==> src/rtl/sp_port_arbiter.sv <==
// Request/grant arbiter that lets N masters share one single-port BSRAM, with
// round-robin or fixed-select ownership, optional hold limit and tagged read return.
//
//   state   | meaning
//   --------+---------------------------------------------------------------
//   S_IDLE  | no owner; BSRAM ce low; picks a winner that owns from next cycle
//   S_OWNED | m_gnt[owner] high; BSRAM pins follow the owner's signals
module sp_port_arbiter #(
  parameter int N_MASTERS    = 3,
  parameter int AD_WIDTH     = 11,
  parameter int DATA_WIDTH   = 32,
  parameter int READ_LATENCY = 1,
  parameter int MODE         = 1,
  parameter int MAX_HOLD     = 0
) (
  input  logic                             clk,
  input  logic                             rst,
  input  logic [$clog2(N_MASTERS)-1:0]     sel,
  input  logic [N_MASTERS-1:0]             m_req,
  output logic [N_MASTERS-1:0]             m_gnt,
  input  logic [N_MASTERS-1:0]             m_ce,
  input  logic [N_MASTERS-1:0]             m_wre,
  input  logic [N_MASTERS*AD_WIDTH-1:0]    m_ad,
  input  logic [N_MASTERS*DATA_WIDTH-1:0]  m_din,
  output logic [N_MASTERS-1:0]             m_rvalid,
  output logic [DATA_WIDTH-1:0]            m_rdata,
  output logic                             sp_ce,
  output logic                             sp_oce,
  output logic                             sp_wre,
  output logic [AD_WIDTH-1:0]              sp_ad,
  output logic [DATA_WIDTH-1:0]            sp_din,
  input  logic [DATA_WIDTH-1:0]            sp_dout,
  output logic                             violation
);

  localparam int IW = $clog2(N_MASTERS);
  localparam int HW = (MAX_HOLD > 1) ? $clog2(MAX_HOLD) : 1;
  localparam logic [HW-1:0] HOLD_LOAD = (MAX_HOLD > 0) ? HW'(MAX_HOLD - 1) : '0;

  typedef enum logic {S_IDLE, S_OWNED} state_t;

  state_t                state, state_nxt;
  logic [N_MASTERS-1:0]  gnt, gnt_nxt;
  logic [IW-1:0]         owner, owner_nxt;
  logic [IW-1:0]         ptr, ptr_nxt;
  logic [HW-1:0]         hold_cnt, hold_nxt;
  logic [IW-1:0]         scan_id, win_id;
  logic                  win_found;
  logic                  others_req;
  logic                  release_owner;

  logic [AD_WIDTH-1:0]   ad_arr  [N_MASTERS];
  logic [DATA_WIDTH-1:0] din_arr [N_MASTERS];

  logic [READ_LATENCY-1:0] pipe_vld;
  logic [IW-1:0]           pipe_id [READ_LATENCY];

  for (genvar g = 0; g < N_MASTERS; g++) begin : g_unpack
    assign ad_arr[g]  = m_ad[g*AD_WIDTH +: AD_WIDTH];
    assign din_arr[g] = m_din[g*DATA_WIDTH +: DATA_WIDTH];
  end

  // Lowest rotation offset from ptr wins, so the scan runs from the far end down.
  always_comb begin
    win_found = 1'b0;
    win_id    = '0;
    scan_id   = '0;
    if (MODE == 0) begin
      win_found = (int'(sel) < N_MASTERS) && m_req[sel];
      win_id    = sel;
    end else begin
      for (int k = N_MASTERS - 1; k >= 0; k--) begin
        scan_id = IW'((int'(ptr) + k) % N_MASTERS);
        if (m_req[scan_id]) begin
          win_found = 1'b1;
          win_id    = scan_id;
        end
      end
    end
  end

  assign others_req    = |(m_req & ~gnt);
  assign release_owner = (state == S_OWNED) &&
                         (!m_req[owner] ||
                          ((MAX_HOLD > 0) && (hold_cnt == '0) && others_req));

  always_ff @(posedge clk or posedge rst) begin
    if (rst) begin
      state    <= S_IDLE;
      gnt      <= '0;
      owner    <= '0;
      ptr      <= '0;
      hold_cnt <= '0;
    end else begin
      state    <= state_nxt;
      gnt      <= gnt_nxt;
      owner    <= owner_nxt;
      ptr      <= ptr_nxt;
      hold_cnt <= hold_nxt;
    end
  end

  always_comb begin
    state_nxt = state;
    gnt_nxt   = gnt;
    owner_nxt = owner;
    ptr_nxt   = ptr;
    hold_nxt  = hold_cnt;
    case (state)
      S_IDLE: begin
        if (win_found) begin
          state_nxt = S_OWNED;
          owner_nxt = win_id;
          gnt_nxt   = {{(N_MASTERS-1){1'b0}}, 1'b1} << win_id;
          hold_nxt  = HOLD_LOAD;
        end
      end
      S_OWNED: begin
        if (release_owner) begin
          state_nxt = S_IDLE;
          gnt_nxt   = '0;
          ptr_nxt   = (owner == IW'(N_MASTERS - 1)) ? '0 : owner + 1'b1;
        end else if (hold_cnt != '0) begin
          hold_nxt = hold_cnt - 1'b1;
        end
      end
      default: state_nxt = S_IDLE;
    endcase
  end

  always_comb begin
    sp_ce  = 1'b0;
    sp_wre = 1'b0;
    sp_ad  = '0;
    sp_din = '0;
    if (state == S_OWNED) begin
      sp_ce  = m_ce[owner];
      sp_wre = m_wre[owner];
      sp_ad  = ad_arr[owner];
      sp_din = din_arr[owner];
    end
  end

  assign m_gnt = gnt;

  // Read tags travel with the data latency so a regrant cannot steal an in-flight read.
  always_ff @(posedge clk or posedge rst) begin
    if (rst) begin
      pipe_vld <= '0;
      for (int i = 0; i < READ_LATENCY; i++) pipe_id[i] <= '0;
    end else begin
      pipe_vld[0] <= sp_ce & ~sp_wre;
      pipe_id[0]  <= owner;
      for (int i = 1; i < READ_LATENCY; i++) begin
        pipe_vld[i] <= pipe_vld[i-1];
        pipe_id[i]  <= pipe_id[i-1];
      end
    end
  end

  always_comb begin
    m_rvalid = '0;
    if (pipe_vld[READ_LATENCY-1]) m_rvalid[pipe_id[READ_LATENCY-1]] = 1'b1;
  end

  assign m_rdata = sp_dout;

  always_ff @(posedge clk or posedge rst) begin
    if (rst) begin
      sp_oce    <= 1'b0;
      violation <= 1'b0;
    end else begin
      sp_oce    <= 1'b1;
      violation <= violation | (|(m_ce & ~gnt));
    end
  end

endmodule

==> config.mk <==
export PLATFORM = sky130hd
export DESIGN_NAME = sp_port_arbiter
export DESIGN_NICKNAME = d
export VERILOG_FILES = /design/src/rtl/sp_port_arbiter.sv
export SDC_FILE = /design/constraint.sdc
export NUM_CORES = 1
export LEC_CHECK = 0
export CAP_MARGIN = 40
export CORE_AREA = 2 2 101 103
export CTS_BUF_LIST = sky130_fd_sc_hd__clkbuf_4
export CTS_CLUSTER_DIAMETER = 120
export DETAILED_ROUTE_END_ITERATION = 7
export DIE_AREA = 0 0 103 105
export MAX_ROUTING_LAYER = met4
export PLACE_DENSITY = 0.7
export SLEW_MARGIN = 20
export SYNTH_ARGS = -nofsm -noshare
export SYNTH_HDL_FRONTEND = slang
export SYNTH_SLANG_ARGS = --single-unit
==> constraint.sdc <==
create_clock -name clk -period 2.6 [get_ports clk]
set_clock_uncertainty 0.2 [all_clocks]
set_input_delay 0.26 -clock clk [delete_from_list [all_inputs] [get_ports clk]]
set_output_delay 0.26 -clock clk [all_outputs]
set_load 0.1 [all_outputs]
Yosys cells after proc, flatten, opt, wreduce, memory -nomap -nowiden
Cells that the tools add are included.

cells by class
  shift-type cells = 1
  multiplexer cells = 38
  eq/ne operators = 3
  reduce and logical (&&, ||, !) cells = 7
  divide/modulo/power cells = 3
  add/sub/neg operators = 3
  $lt $le $gt $ge = 7
  bitwise logic cells = 7

operators with widths
  operator               number
  $mux 32                3
  $bmux 32 s2            1
  $mod 32x3->32 const B  2
  $mux 11                3
  $mod 3x3->32 const B   1
  $bmux 11 s2            1
  $lt 2x3->1 const B     5
  $mux 1                 14
  $bmux 1 s2             6
  $mux 3                 3
  $mux 2                 4
  $pmux 3 s2             1
  $reduce_and 2->1       3
  $add 2x1->3 const B    1
  $add 2x2->3 const B    1
  $and 3x3->3            1
  $ge 3x3->1 const B     1
  $not 2->3              1
  $not 3->3              1
  $reduce_or 3->1        1
  $shl 1x2->3 const A    1
  $add 2x1->2 const B    1
  $demux 1 s2            1
  $eq 2x2->1 const B     1
  9 further kinds        11

word-level totals
  flip-flop bits (word level) = 13
  output and inout port bits = 85

Longest topological paths before layout
Gate-level depths: netlist (run 1).

  word-level depth = 10
  mapped depth = 8

Least setup slack after synthesis (run 1)
OpenSTA, ideal clock, no wires.

  path type = register to output
  from = reg pipe_id[1] (netlist bit)
  to = out m_rvalid[0]
  arrival time = 2.579 ns
  data required time = 2.140 ns
  cell stages (with the launch flop) = 2
  setup slack = -0.439 ns
  path through = dfrtp_1 > nor3b_1

between the ends
  cells in the longest elaborated chain, start to end = 5

RTL lines
  element                                                                RTL line  source
  start, declared                                                        56        logic [IW-1:0] pipe_id [READ_LATENCY];
  start signal, assigned by index                                        156       pipe_id[i] <= pipe_id[i-1];
  $lt 2x3->1 (implied by the code) / $ge 2x1->1 (equally long branches)  163       if (pipe_vld[READ_LATENCY-1]) m_rvalid[pipe_id[READ_LATENCY-1]] = 1'b1;
  $logic_and 1x1->1 (implied by the code)                                163
  $mux 1 (implied by the code)                                           163
  $demux 1 s2 *                                                          163
  $mux 3 *                                                               163
  end, declared                                                          25        output logic [N_MASTERS-1:0] m_rvalid,

Every way passes the cells marked *; elsewhere a longest branch is shown, timed or not.

Final worst setup path (run 1)
  from = reg owner[1]
  to = out sp_din[18]

between the ends
  cells in the longest elaborated chain, start to end = 5

RTL lines
  element                                      RTL line  source
  start, declared                              44        logic [IW-1:0] owner, owner_nxt;
  start signal, assigned                       97        owner <= owner_nxt;
  $not 2->3 (implied by the code)              140       sp_din = din_arr[owner];
  $bmux 32 s2                                  140
  $mux 32 (implied by the code) (2 in series)  140
  $mux 32                                      136       if (state == S_OWNED) begin
  end, declared                                31        output logic [DATA_WIDTH-1:0] sp_din,

No other way between the ends. The select of a mux whose other input is x is not followed.

==> metrics.txt, run 1 <==
Comb pwr share=between 90% and 100%; worst setup path start=owner[1]; ys async rst share=100%; Crit-path slowest cell=dfrtp_2; PostCTS Resize Cnt=0; fmax=approximately 0.40 GHz; Synth area leader=mux2i_1; Synth Net Count=484; register bit count reported by yosys=13; GR Util All Layers=15.0%; Slew Viols, Final=0; Placed Area=about 4600 µm²; sw frac=61.2%; Critical Path Max Stage Delay=around 0.73 ns; DR iter-0 viols=a little over 90; worst hold margin=about 0.12 ns; net switching power=0.00410 W; Setup TNS Final=0 ns; Die X=~100 µm; Core Box Area=a little under 10,000 µm²; IO Port Bufs=approximately 190; most numerous cell in the Yosys netlist=mux2i_1; CTS root buf=clkbuf_4; LEAKAGE=1.85 nW; worst slew pin tran=between 0.5 and 0.6 ns; sequential share of power=5.5%; die area=roughly 11,000 µm²; Diodes inserted=0; R2R depth=4; Nets=roughly 640; Post-CTS Hold Fix Bufs=0; Post-DP HPWL=roughly 7000 µm; Final Hold Fails=0; element type at the critical path end=output pin; Hold Path Class=primary input to asynchronous set/reset pin; clock tree from TritonCTS=built; Reg2Reg Launch Point=owner[1]; Critical Path RT=roughly 2.1 ns; DRT Wirelength=between 8000 and 9000 µm; first-pass GRT wire length=12,800 µm; clk buf depth=2; CP Class=register to output pin; distinct cell type count after synthesis=36; remaining global-route overflow=0; pwr dens=between 1000 and 1500 nW/µm²; Mean Syn Cell Area=~7.3 µm²; crit-path cells=buf_12 -> mux2i_1 -> nor2_1 -> a21oi_1 -> nor2b_2 -> buf_12; Post-synth top flop=dfrtp_1; initial antenna violation count=0; yosys warns=0; layout cells sized above 1=25.8%; CTS Buf Count=3; Remaining DRCs=0; Final min period=around 2.5 ns; area share of the leading cell type in the synthesized netlist=22.0%; via count=about 2.7k; largest net degree at the start of global routing=29; crit path DAT=about 2.0 ns; crit-path most repeated cell=buf_12; reg-to-reg slack, setup=approximately 0.47 ns; final std cells w/o fill=slightly below 600; register area share after synthesis=14.6%; Initial Util=around 23%; Final setup viols=0; Pre-Repair DR Iteration Count=4; Max-Cap Viols=0; slew margin rel.=about 63%; Area contributors post-synth=mux2i_1 (22%), dfrtp_1 (15%), nor2b_1 (13%); Die Y-Extent=about 110 µm; Setup crit start kind=register; Post-synth top cells=mux2i_1 (49), nor2_1 (45), nor2b_1 (45), a21oi_1 (44), buf_4 (34); Worst VDD drop=0.000663 V; postcts setup bufs=0; Post-DRT Antenna Nets=0; Syn-to-layout area delta=107%; # IOs=between 200 and 300; worst path bufs/invs=2; status=finished, final reports clean; Final Cell Area=approximately 4600 µm²; Std-Cell Rows=36; RSZ-0062 raised after global routing=false; worst reg2reg endpoint=ptr[1]; Int Power=around 0.0026 W; Critical Path Fanout Max=25; vias in the first global route=2,633; clock transition at the registers of the reported paths=~0.080 ns; Syn Inst Count=307; via/cell ratio=between 4 and 5; EDFF count, synth=0; H-tree Lvls=1; CTS sink count=13; total power=~0.0067 W; Clk pwr share=under 10%; period utilization=between 90% and 100%; Placed Cells=590; area of the mapped netlist=approximately 2200 µm²; routability-driven placement congestion ratio=approximately 0.86; cell family with most CP delay=flip-flops; post-DR wirelength/cell=~14 µm; clk_lat worst skew=between 0.2 and 0.3 ns
==> metrics by stage <==
stage / utilization (%) / setup WS, ns
finish: 48.0 / 0.120
global route: 48.0 / 0.0201
CTS: 48.0 / 0.111
detailed placement: 47.7 / 0.431
global placement: 47.7 / 0.479
floorplan: - / 0.286
==> metal layers <==
| layer | GRT usage, % | share of wire [%] | vias to the layer above |
|---|---|---|---|
| li1 | - | - | 1309 |
| met1 | 17.4 | 38 | 1227 |
| met2 | 27.6 | 55 | 110 |
| met3 | 1.61 | 6.3 | 6 |
| met4 | 2.63 | 0.71 | 0 |
| met5 | - | 0 | - |
==> state kept, by name, summed over array words and instances, names as in the netlist <==
signal and flops:
pipe_id 2, owner 2, sp_oce 1, m_gnt 3, ptr 2, state 1, pipe_vld 1, violation 1
==> worst max-delay path by stage <==
stage / slack, ns / depth (start not counted) / endpoint
3_3_place_gp: 0.48 / 6 / sp_din[6]
2_1_floorplan: 0.29 / 7 / sp_din[24]
6_report: 0.12 / 6 / sp_din[18]
3_5_place_dp: 0.43 / 6 / sp_din[18]
4_1_cts: 0.11 / 6 / sp_din[18]
5_1_grt: 0.02 / 6 / sp_din[2]
==> power by group through the flow <==
stage               clock [W]  sequential [W]  combinational, W
global route         0.000146        0.000378           0.00642
global placement            0        0.000364           0.00617
floorplan                   0        0.000462           0.00424
detailed placement          0        0.000370           0.00623
CTS                  0.000141        0.000367           0.00624
finish               0.000136        0.000365           0.00619
==> layout by cell type (no fill, tap or decap), types with 2 or more instances in the layout <==
| cell type | instances |
|---|---|
| buf_12 | 46 |
| mux2i_1 | 49 |
| nor2b_1 | 2 |
| nor2_1 | 45 |
| dfrtp_2 | 2 |
| and3b_1 | 2 |
| ha_1 | 3 |
| nor2b_2 | 43 |
| inv_1 | 8 |
| clkbuf_4 | 4 |
| a21oi_1 | 44 |
| o21ai_1 | 7 |
| dfrtp_1 | 11 |
| nor3b_1 | 2 |
| buf_4 | 18 |
| and2_1 | 2 |
| clkdlybuf4s50_1 | 139 |
| nand2_1 | 10 |
| nand2b_1 | 5 |
==> cell families after synthesis <==
family / synth area share [%]
flops: 14.6
compound gates: 16.2
mux: 23.2
buf+inv: 17.8
other cells: 0.168
simple gates: 26.4
fa+ha+maj: 1.68
==> layout make-up <==
class,count,area [µm²]
well taps,133,166
flip-flops and latches,13,328
fillers,948,5010
repair buffers,203,2450
inverters,8,30.0
clock buffers,4,30.0
multi-input cells,233,1630
(Power assumes the default switching activity.)
==> inputs of run 2 (changes only) <==
--- a/config.mk
+++ b/config.mk
@@ -7,3 +7,3 @@
 export LEC_CHECK = 0
-export CAP_MARGIN = 40
+export CAP_MARGIN = 0
 export CORE_AREA = 2 2 101 103
==> constraint.sdc (replaced) <==
create_clock -name clk -period 2.6 [get_ports clk]
set_clock_uncertainty 0.2 [all_clocks]
set_input_delay 0.65 -clock clk [delete_from_list [all_inputs] [get_ports clk]]
set_output_delay 0.65 -clock clk [all_outputs]
set_load 0.1 [all_outputs]
==> metrics.txt, run 2 (synthesis gave the netlist of run 1 again) <==
DR iter-0 viols=74 (was 92); largest net degree at the start of global routing=51 (was 29); clock transition at the registers of the reported paths=0.08 ns (about the same); Post-CTS Hold Fix Bufs=0 (unchanged); Hold Path Class=register to register (was primary input to asynchronous set/reset pin); worst slew pin tran=0.519 ns (was 0.553 ns); Diodes inserted=0 (unchanged); Die X=103 µm (unchanged); Final min period=2.59 ns (was 2.48 ns); post-DR wirelength/cell=14.7 µm (was 14.2 µm); Place WS=-0.0735 ns (was 0.431 ns); grt peak-use layer=met2 (unchanged); DRT Wirelength=8740 µm (was 8430 µm); pwr dens=1450 nW/µm² (about the same); Pre-Repair DR Iteration Count=5 (was 4); clk buf depth=2 (unchanged); most common cell after layout, fill and taps aside=clkdlybuf4s50_1 (unchanged); Final Hold Fails=0 (unchanged); via count=2,671 (was 2,652); # IOs=259 (unchanged); Setup crit start kind=primary input (was register); Nets=640 (was 639); Syn-to-layout area delta=124% (was 107%); Reg2Reg Launch Point=ptr[0] (was owner[1]); GR Layer Usage met1=17.6% (was 17.4%); CTS Buf Count=3 (unchanged); Slew Viols, Final=0 (unchanged); Final Cell Area=4990 µm² (was 4630 µm²); final worst slack=0.00689 ns (was 0.120 ns); element type at the critical path end=output pin (unchanged); H-tree Lvls=1 (unchanged); via/cell ratio=4.49 (was 4.46); crit-path cells=clkdlybuf4s50_1 -> mux2i_1 -> nor2_1 -> a21oi_1 -> buf_4 -> nor2b_4 -> buf_12 (was buf_12 -> mux2i_1 -> nor2_1 -> a21oi_1 -> nor2b_2 -> buf_12); Initial Util=23.1% (unchanged); crit path DAT=1.74 ns (was 2.02 ns); Std-Cell Rows=36 (unchanged); die area=10,800 µm² (unchanged); Max-Cap Viols=0 (unchanged); IO Port Bufs=192 (unchanged); first-pass GRT wire length=13,100 µm (was 12,800 µm); CTS root buf=clkbuf_4 (unchanged); remaining global-route overflow=0 (unchanged); Placed Area=4820 µm² (was 4600 µm²); CP Class=primary input to output pin (was register to output pin); clock tree from TritonCTS=built (unchanged); met3 usage=2.54% (was 1.61%); max reg flops=3 (unchanged); RSZ-0062 raised after global routing=true (was false); Crit-path slowest cell=clkdlybuf4s50_1 (was dfrtp_2); Critical Path Fanout Max=1 (was 25); clk_lat worst skew=0.28 ns (about the same); LEAKAGE=2.10 nW (was 1.85 nW); commonest non-fill, non-tap cells in the layout=clkdlybuf4s50_1 (133), mux2i_1 (49), buf_12 (49) (was clkdlybuf4s50_1 (139), mux2i_1 (49), buf_12 (46)); Die Y-Extent=105 µm (unchanged); Post-DP HPWL=7230 µm (was 7080 µm); Critical Path Max Stage Delay=0.46 ns (was 0.73 ns); fmax=0.386 GHz (was 0.403 GHz); initial antenna violation count=0 (unchanged); period utilization=99.7% (was 95.4%); CTS sink count=13 (unchanged); Remaining DRCs=0 (unchanged); Post-DRT Antenna Nets=0 (unchanged); Hold Crit Start=violation; vias in the first global route=2,602 (was 2,633); worst setup path start=m_din[89] (was owner[1]); GR Util All Layers=15.5% (was 15.0%); slew margin rel.=65.3% (was 63.1%); Core Box Area=9640 µm² (unchanged); status=finished, final reports clean (unchanged); Final setup viols=0 (unchanged); routability-driven placement congestion ratio=0.843 (was 0.861); Setup TNS Final=0 ns (unchanged); met2 Use GR=28.7% (was 27.6%); Worst VDD drop=0.000795 V (was 0.000663 V); Critical Path RT=1.75 ns (was 2.14 ns); layout cells sized above 1=32.7% (was 25.8%)
run 2: cell types whose count changed in the layout (fill, tap and decap cells not counted), moves of 3 or more:
cell / change
nor2b_2: -39
nor2b_4: +39
a21oi_1: -28
a21oi_2: +28
clkdlybuf4s50_1: -6
dlymetal6s2s_1: +4
buf_12: +3
buf_4: -3
run 2: worst max-delay path: cells and delay by family:
kind | cells | cell delay, ns
AND/OR/NAND/NOR | 2 | 0.20
AO/OA/AOI/OAI | 1 | 0.05
buffers and inverters | 3 | 0.78
multiplexers | 1 | 0.06
run 2: area by class of cell:
cell class	count	area, µm²
clock buffers	3	22.5
well taps	133	166
inverters	8	30.0
repair buffers	204	2500
multi-input cells	233	1930
fillers	895	4650
clock inverters	1	5.00
flip-flops and latches	13	329
run 2: per-layer routing:
metal / vias up / part of all wire (%)
met3: 6 / 6.9
met4: 0 / 0.65
met1: 1239 / 36
met5: - / 0
met2: 113 / 56
li1: 1313 / -
run 2: path summary, 6_finish.rpt:
path | depth (start not counted) | end | slack [ns]
setup reg to reg | 6 | state | 0.50
min in group asynchronous | 2 | ptr[0] | 0.49
hold reg to reg | 2 | violation | 0.30
setup / recovery | 7 | sp_din[25] | 0.007
hold / removal | 2 | violation | 0.30
max in group asynchronous | 2 | owner[1] | 1.33
run 2: report_power, final:
| part | switching (W) | internal (W) | total [W] | leakage (nW) |
|---|---|---|---|---|
| sequential | 0.0000603 | 0.000276 | 0.000336 | 0.158 |
| clock | 0.0000737 | 0.0000571 | 0.000131 | 0.0177 |
| combinational | 0.00416 | 0.00258 | 0.00674 | 1.93 |
| total | 0.00429 | 0.00291 | 0.00721 | 2.10 |
run 2: stage by stage:
stage                     std cells  power [W]  hold slack (ns)  util (%)
final                           595    0.00721            0.296      51.7
after global placement          589    0.00693            0.273      50.0
after detailed placement        589    0.00699            0.280      50.0
after floorplan                 307    0.00503            0.155         -
after CTS                       594    0.00714            0.301      50.5
after global routing            595    0.00747            0.343      51.7
run 2: timing repair:
action                                  in CTS  in global routing
pin swaps                                    0                  1
endpoints found under the setup margin      15                 45
resized for setup                            6                 31
buffers inserted                             1                  1
gates cloned                                 0                  0
